### config.mk
export PLATFORM = sky130hd
export DESIGN_NAME = lep_agc_norm
export DESIGN_NICKNAME = d
export VERILOG_FILES = /design/src/rtl/lep_pkg.sv /design/src/rtl/lep_div_serial.sv /design/src/rtl/lep_agc_norm.sv
export SDC_FILE = /design/constraint.sdc
export NUM_CORES = 1
export LEC_CHECK = 0
export ABC_AREA = 1
export BUFFER_PORTS_ARGS = -buffer_cell sky130_fd_sc_hd__buf_2
export CAP_MARGIN = 20
export CORE_UTILIZATION = 60
export DETAILED_ROUTE_END_ITERATION = 10
export PLACE_DENSITY = 0.87
export SLEW_MARGIN = 25
export SYNTH_ARGS = -nofsm -noshare
export SYNTH_HDL_FRONTEND = slang
export SYNTH_SLANG_ARGS = --single-unit
### constraint.sdc
create_clock -name clk -period 5.85 [get_ports clk]
set_input_delay 0.2925 -clock clk [delete_from_list [all_inputs] [get_ports clk]]
set_output_delay 0.2925 -clock clk [all_outputs]
set_load 0.01 [all_outputs]
### src/rtl/lep_pkg.sv
// Shared definitions for the thermal AGC normaliser.
//   state_e     : handshake FSM state encoding
//   MODE_AUTO   : window taken from the previous frame's latched min/max
//   MODE_MANUAL : window taken from cfg_lo/cfg_hi
package lep_pkg;

  typedef enum logic [1:0] {
    ST_IDLE = 2'd0,
    ST_DIV  = 2'd1,
    ST_HOLD = 2'd2
  } state_e;

  localparam logic MODE_AUTO   = 1'b0;
  localparam logic MODE_MANUAL = 1'b1;

endpackage

### src/rtl/lep_div_serial.sv
// Serial restoring divider, one quotient bit per cycle, MSB first.
// Ports:
//   clk, rst_n : clock, async active-low reset
//   start      : load num/den and begin (ignored while busy)
//   num        : IN_W+OUT_W bit numerator; its upper IN_W bits must be < den
//   den        : IN_W+1 bit non-zero denominator
//   busy       : iterations in progress
//   done       : one-cycle pulse, quo valid from this cycle until next start
//   quo        : OUT_W bit quotient
module lep_div_serial
  import lep_pkg::*;
#(
  parameter int IN_W  = 16,
  parameter int OUT_W = 8
) (
  input  logic                  clk,
  input  logic                  rst_n,
  input  logic                  start,
  input  logic [IN_W+OUT_W-1:0] num,
  input  logic [IN_W:0]         den,
  output logic                  busy,
  output logic                  done,
  output logic [OUT_W-1:0]      quo
);

  localparam int CNT_W = $clog2(OUT_W + 1);

  logic [IN_W:0]      rem_q, rem_d;
  logic [IN_W:0]      den_q, den_d;
  logic [OUT_W-1:0]   sh_q, sh_d;
  logic [CNT_W-1:0]   cnt_q, cnt_d;
  logic               busy_q, busy_d;
  logic               done_q, done_d;

  // Because the upper numerator part is already below den, only the OUT_W
  // low numerator bits need iterating. sh_q shifts those bits out at the top
  // while quotient bits shift in at the bottom.
  logic [IN_W+1:0]    rem_sh;
  logic [IN_W+1:0]    rem_sub;
  logic               ge;

  always_comb begin
    rem_sh  = {rem_q, sh_q[OUT_W-1]};
    rem_sub = rem_sh - {1'b0, den_q};
    ge      = (rem_sh >= {1'b0, den_q});

    rem_d  = rem_q;
    den_d  = den_q;
    sh_d   = sh_q;
    cnt_d  = cnt_q;
    busy_d = busy_q;
    done_d = 1'b0;

    if (busy_q) begin
      rem_d = ge ? rem_sub[IN_W:0] : rem_sh[IN_W:0];
      sh_d  = {sh_q[OUT_W-2:0], ge};
      cnt_d = cnt_q - CNT_W'(1);
      if (cnt_q == CNT_W'(1)) begin
        busy_d = 1'b0;
        done_d = 1'b1;
      end
    end else if (start) begin
      rem_d  = {1'b0, num[IN_W+OUT_W-1:OUT_W]};
      den_d  = den;
      sh_d   = num[OUT_W-1:0];
      cnt_d  = CNT_W'(OUT_W);
      busy_d = 1'b1;
    end
  end

  always_ff @(posedge clk or negedge rst_n) begin
    if (!rst_n) begin
      rem_q  <= '0;
      den_q  <= '0;
      sh_q   <= '0;
      cnt_q  <= '0;
      busy_q <= 1'b0;
      done_q <= 1'b0;
    end else begin
      rem_q  <= rem_d;
      den_q  <= den_d;
      sh_q   <= sh_d;
      cnt_q  <= cnt_d;
      busy_q <= busy_d;
      done_q <= done_d;
    end
  end

  assign busy = busy_q;
  assign done = done_q;
  assign quo  = sh_q;

endmodule

### src/rtl/lep_agc_norm.sv
// Thermal pixel automatic-gain normaliser.
// Maps a raw IN_W-bit pixel into OUT_W bits over a window (lo, hi) taken
// either from the previous frame's min/max or from a manual configuration:
//   out = floor(((p-lo) << OUT_W) / (hi-lo+1)), clamped to 0 / all-ones.
// Ports:
//   clk, rst_n            : clock, async active-low reset
//   frame_start           : one-cycle new-frame pulse (latches running range)
//   cfg_mode              : MODE_AUTO / MODE_MANUAL
//   cfg_lo, cfg_hi        : manual window
//   in_valid/in_ready/in_data    : input pixel handshake
//   out_valid/out_ready/out_data : output pixel handshake
//   stats_min, stats_max  : latched range of the previous frame
module lep_agc_norm
  import lep_pkg::*;
#(
  parameter int IN_W  = 16,
  parameter int OUT_W = 8
) (
  input  logic             clk,
  input  logic             rst_n,
  input  logic             frame_start,
  input  logic             cfg_mode,
  input  logic [IN_W-1:0]  cfg_lo,
  input  logic [IN_W-1:0]  cfg_hi,
  input  logic             in_valid,
  input  logic [IN_W-1:0]  in_data,
  output logic             in_ready,
  output logic             out_valid,
  output logic [OUT_W-1:0] out_data,
  input  logic             out_ready,
  output logic [IN_W-1:0]  stats_min,
  output logic [IN_W-1:0]  stats_max
);

  state_e state_q, state_d;

  logic [IN_W-1:0]  run_min_q, run_min_d;
  logic [IN_W-1:0]  run_max_q, run_max_d;
  logic             seen_q, seen_d;
  logic [IN_W-1:0]  stats_min_q, stats_min_d;
  logic [IN_W-1:0]  stats_max_q, stats_max_d;
  logic             sat_q, sat_d;
  logic [OUT_W-1:0] out_data_q, out_data_d;

  logic             accept;
  logic [IN_W-1:0]  eff_min, eff_max;
  logic [IN_W-1:0]  lo_raw, hi_raw, lo, hi;
  logic             below, above;
  logic [IN_W:0]    den;
  logic [IN_W+OUT_W-1:0] num;

  logic             div_start, div_busy, div_done;
  logic [OUT_W-1:0] div_quo;

  assign accept = in_valid && (state_q == ST_IDLE);

  // Range tracker. A coincident frame_start latches first, so the window
  // seen by an accepted pixel is the freshly latched range.
  always_comb begin
    eff_min = (frame_start && seen_q) ? run_min_q : stats_min_q;
    eff_max = (frame_start && seen_q) ? run_max_q : stats_max_q;

    stats_min_d = eff_min;
    stats_max_d = eff_max;
    run_min_d   = run_min_q;
    run_max_d   = run_max_q;
    seen_d      = seen_q;

    if (frame_start) begin
      // New frame: the coincident pixel (if any) seeds the running range.
      run_min_d = accept ? in_data : '1;
      run_max_d = accept ? in_data : '0;
      seen_d    = accept;
    end else if (accept) begin
      if (in_data < run_min_q) run_min_d = in_data;
      if (in_data > run_max_q) run_max_d = in_data;
      seen_d = 1'b1;
    end
  end

  // Window selection and divider operands, evaluated at acceptance.
  always_comb begin
    lo_raw = (cfg_mode == MODE_MANUAL) ? cfg_lo : eff_min;
    hi_raw = (cfg_mode == MODE_MANUAL) ? cfg_hi : eff_max;
    if (hi_raw < lo_raw) begin
      lo = cfg_lo;
      hi = cfg_lo;
    end else begin
      lo = lo_raw;
      hi = hi_raw;
    end
    below = (in_data < lo);
    above = (in_data > hi);
    den   = {1'b0, hi} - {1'b0, lo} + (IN_W+1)'(1);
    // Clamped pixels still run the divider so latency stays fixed.
    num   = (below || above) ? '0 : {in_data - lo, {OUT_W{1'b0}}};
  end

  assign div_start = accept && !div_busy;

  lep_div_serial #(
    .IN_W  (IN_W),
    .OUT_W (OUT_W)
  ) u_div (
    .clk   (clk),
    .rst_n (rst_n),
    .start (div_start),
    .num   (num),
    .den   (den),
    .busy  (div_busy),
    .done  (div_done),
    .quo   (div_quo)
  );

  // Handshake FSM.
  always_comb begin
    state_d    = state_q;
    sat_d      = sat_q;
    out_data_d = out_data_q;
    unique case (state_q)
      ST_IDLE: begin
        if (accept) begin
          state_d = ST_DIV;
          sat_d   = above;
        end
      end
      ST_DIV: begin
        if (div_done) begin
          state_d    = ST_HOLD;
          out_data_d = sat_q ? '1 : div_quo;
        end
      end
      ST_HOLD: begin
        if (out_ready) state_d = ST_IDLE;
      end
      default: state_d = ST_IDLE;
    endcase
  end

  always_ff @(posedge clk or negedge rst_n) begin
    if (!rst_n) begin
      state_q     <= ST_IDLE;
      sat_q       <= 1'b0;
      out_data_q  <= '0;
      run_min_q   <= '1;
      run_max_q   <= '0;
      seen_q      <= 1'b0;
      stats_min_q <= '0;
      stats_max_q <= '1;
    end else begin
      state_q     <= state_d;
      sat_q       <= sat_d;
      out_data_q  <= out_data_d;
      run_min_q   <= run_min_d;
      run_max_q   <= run_max_d;
      seen_q      <= seen_d;
      stats_min_q <= stats_min_d;
      stats_max_q <= stats_max_d;
    end
  end

  assign in_ready  = (state_q == ST_IDLE);
  assign out_valid = (state_q == ST_HOLD);
  assign out_data  = out_data_q;
  assign stats_min = stats_min_q;
  assign stats_max = stats_max_q;

endmodule

==> results.yml <==
run_status:
  status: "finished, final reports clean"
floorplanning:
  fp.dieW_um: 127.4
  die_h_um: 127.4
  core_area_sq_um: 15260
  dieArea_sq_um: 16230
  start_util_pct: 61.85
  ios: 96
  rows: 45
critical_path:
  cpMostUsedCell: "nand2_1"
  setup.worst_path.end_class: "flip-flop"
  start_kind: "flip-flop"
  critPathSlowestCell: "dfrtp_1"
  required_ns: 6.12
  critPathMaxFanout: 62
  crit_type: "flip-flop to flip-flop"
  crit_path_max_incr_delay_ns: 0.41
  cp.arrival_ns: 5.71
logic_synthesis:
  ys_ff_latch: 124
  synth_warnings: 0
  synthesis.area_sq_um: 9437
  synth_edf_count: 0
  syn_nets: 1437
  synth_cells: 1254
  yosysTopAreaCellShare_pct: 24.40
  dominantRegCellSynth: "dfrtp_1"
  synthTopCellsByArea: "dfrtp_1 24%, ha_1 17%, nand2_1 12%"
  avgSynthCellArea_sq_um: 7.525
  synthTopCellsByCount: "306 x nand2_1, 164 x inv_1, 136 x o21ai_0, 126 x ha_1, 92 x dfrtp_1"
  seq_area_frac_synth_pct: 33.31
  ys_types: 45
  async_flop_share_pct: 100.0
  yosysMostFrequentCell: "nand2_1"
  synth_area_leader_cell: "dfrtp_1"
pwr:
  vdd_drop_max_mv: 0.3097
  power_mw: 6.722
  leakagePower_nw: 5.591
  powerDensity_nw_per_um2: 628.5
grt:
  grt_overflow: 0
  antenna_found_initial: 1
  grt_pass1_vias: 8528
  grtUsageTotal_pct: 32.27
  grt_pass1_wl_um: 40950
  grt_start_max_net_pins: 69
cts:
  cts_tree: "yes"
  cts.root.buffer_cell: "clkbuf_16"
  htreeDepth: 4
  clk_latency_ns: 0.43
  cts_setup_buffers: 0
  cts_buffer_depth: 2
  cts_sinks: 124
  numCtsBuffers: 17
  clkTransAtPathRegs_ns: 0.06
sta:
  post-route-period-util_pct: 92.97
  rsz0062_at_grt: "no"
  skew_ns: 0.01121
  final-max-slew-violation-count: 0
  period_needed_ns: 5.439
  worstMarginPinSlew_ns: 0.9751
  setup_violations: 0
  max-slew-margin-rel_pct: 33.31
  clock.fmax_ghz: 0.1839
  hold_violations: 0
  finalSetupTns_ns: 0
final_layout:
  fin_nets: 1518
  fillers: 1239
  drive_gt1_share_pct: 13.35
  final_cell_area_sq_um: 10700
  utilization_pct: 70.10
  syn2layout_area_growth_pct: 13.35
detailed_routing:
  routedWlPerCell_um: 15.99
  ant_nets: 0
  via_count: 8885
  viasPerCell: 5.696
  drt_iter0_drc: 906
  first_pass_iters: 6
  wl_um: 24950
  drc: 0
placed_design:
  routabilityCongestion: 0.9475
  portBuffers: 95
  dp_hpwl_um: 18560
  dpl_cell_area_sq_um: 10090
job:
  cap_violations: 0
hold_path:
  hold_path_class: "primary input to flip-flop"
-- cells by family after synthesis --
logic type                 count (synthesis)  synth area share [%]
AOI/OAI and AO/OA                        283                 16.51
xor gates and xnor gates                  28                 2.599
adders and majority gates                129                 17.34
buffers and inverters                    207                 8.472
DFF                                      124                 33.31
muxes                                     12                 1.273
and+or+nand+nor                          471                 20.50
-- layout make-up --
class                      count  area (sq um)  share of cell area, %
multi-input combinational    923          5513                  51.54
sequential                   124          3143                  29.38
inverter                     164         615.6                  5.755
timing repair buffer         105         571.8                  5.346
clock buffer                  17         425.4                  3.977
tap                          211         264.0                  2.468
clock inverter                15         161.4                  1.509
antenna                        1         2.502                0.02339
-- path summary, 6_finish.rpt --
check / start / depth (start not counted) / end / slack [ns]
min reg2reg: u_div.done$_DFF_PN0_ / 1 / state_q[0]$_DFFE_PN0P_ / 0.47
min: out_ready / 2 / state_q[1]$_DFFE_PN0P_ / 0.08
max in group asynchronous: rst_n / 3 / u_div.rem_q[9]$_DFFE_PN0P_ / 4.06
max reg2reg: seen_q$_DFFE_PN0P_ / 35 / u_div.den_q[15]$_DFFE_PN0P_ / 0.41
max: seen_q$_DFFE_PN0P_ / 35 / u_div.den_q[15]$_DFFE_PN0P_ / 0.41
min in group asynchronous: rst_n / 2 / seen_q$_DFFE_PN0P_ / 0.47
-- timing repair --
item,CTS,global route
gates resized for setup,0,7
hold endpoints to repair,28,0
hold buffers,1,0
endpoints found under the setup margin,0,3
-- worst max-delay path, delay by kind of cell (launching register included) --
family,cells,cell delay (ns)
xor gates and xnor gates,1,0.12
AOI/OAI and AO/OA,11,1.95
buffers and inverters,6,0.69
and+or+nand+nor,14,1.22
adders and majority gates,3,0.89
DFF,1,0.41
-- cell usage in the layout (no fill, tap or decap), drive strengths merged, types with 2 or more instances in the layout --
cell type and n:
clkbuf 17, o22ai 10, nor4 2, clkinvlp 3, nor2 63, o21bai 4
xor2 16, or2 4, nand3 67, o211ai 22, dfrtp 92, a21boi 2
and2 3, mux2i 12, inv 170, a31oi 5, ha 126, a21oi 85
nor3 13, bufinv 2, clkinv 4, nand4 7, buf 104, fa 3
o2111ai 2, a211oi 4, o21ai 140, dfstp 32, o31ai 3, xnor2 12
nand2 310
-- sequential cells by signal, summed over array words and instances (netlist names), 2 cells and up, named ones only --
signal / flops
u_div.den_q: 17
u_div.rem_q: 17
run_max_q: 16
run_min_q: 16
stats_max: 16
stats_min: 15
out_data: 8
u_div.quo: 8
u_div.cnt_q: 4
state_q: 2
-- power by group --
group / switching, mW / total [mW] / internal (mW)
Sequential: 0.223 / 1.49 / 1.27
Combinational: 2.58 / 4.17 / 1.58
Clock: 0.428 / 1.06 / 0.633
Total: 3.23 / 6.72 / 3.49
-- through the flow --
| stage | instances | hold WS, ns | setup slack (ns) |
|---|---|---|---|
| global placement | 1526 | 0.3928 | 0.5015 |
| global route | 1559 | 0.08126 | 0.03327 |
| detailed placement | 1526 | 0.3957 | 0.3327 |
| floorplan | 1254 | -0.003091 | 0.7730 |
| finish | 1560 | 0.08373 | 0.4110 |
| CTS | 1559 | 0.09163 | 0.3219 |
-- metal layers --
metal  vias to the layer above  GRT usage [%]  share of wire, %
met4                         0          13.03               3.3
met3                        73          7.286               7.2
met5                         -              0                 0
li1                       4341              -                 -
met2                       362          53.62                47
met1                      4109          40.70                42
(Power assumes the default switching activity.)
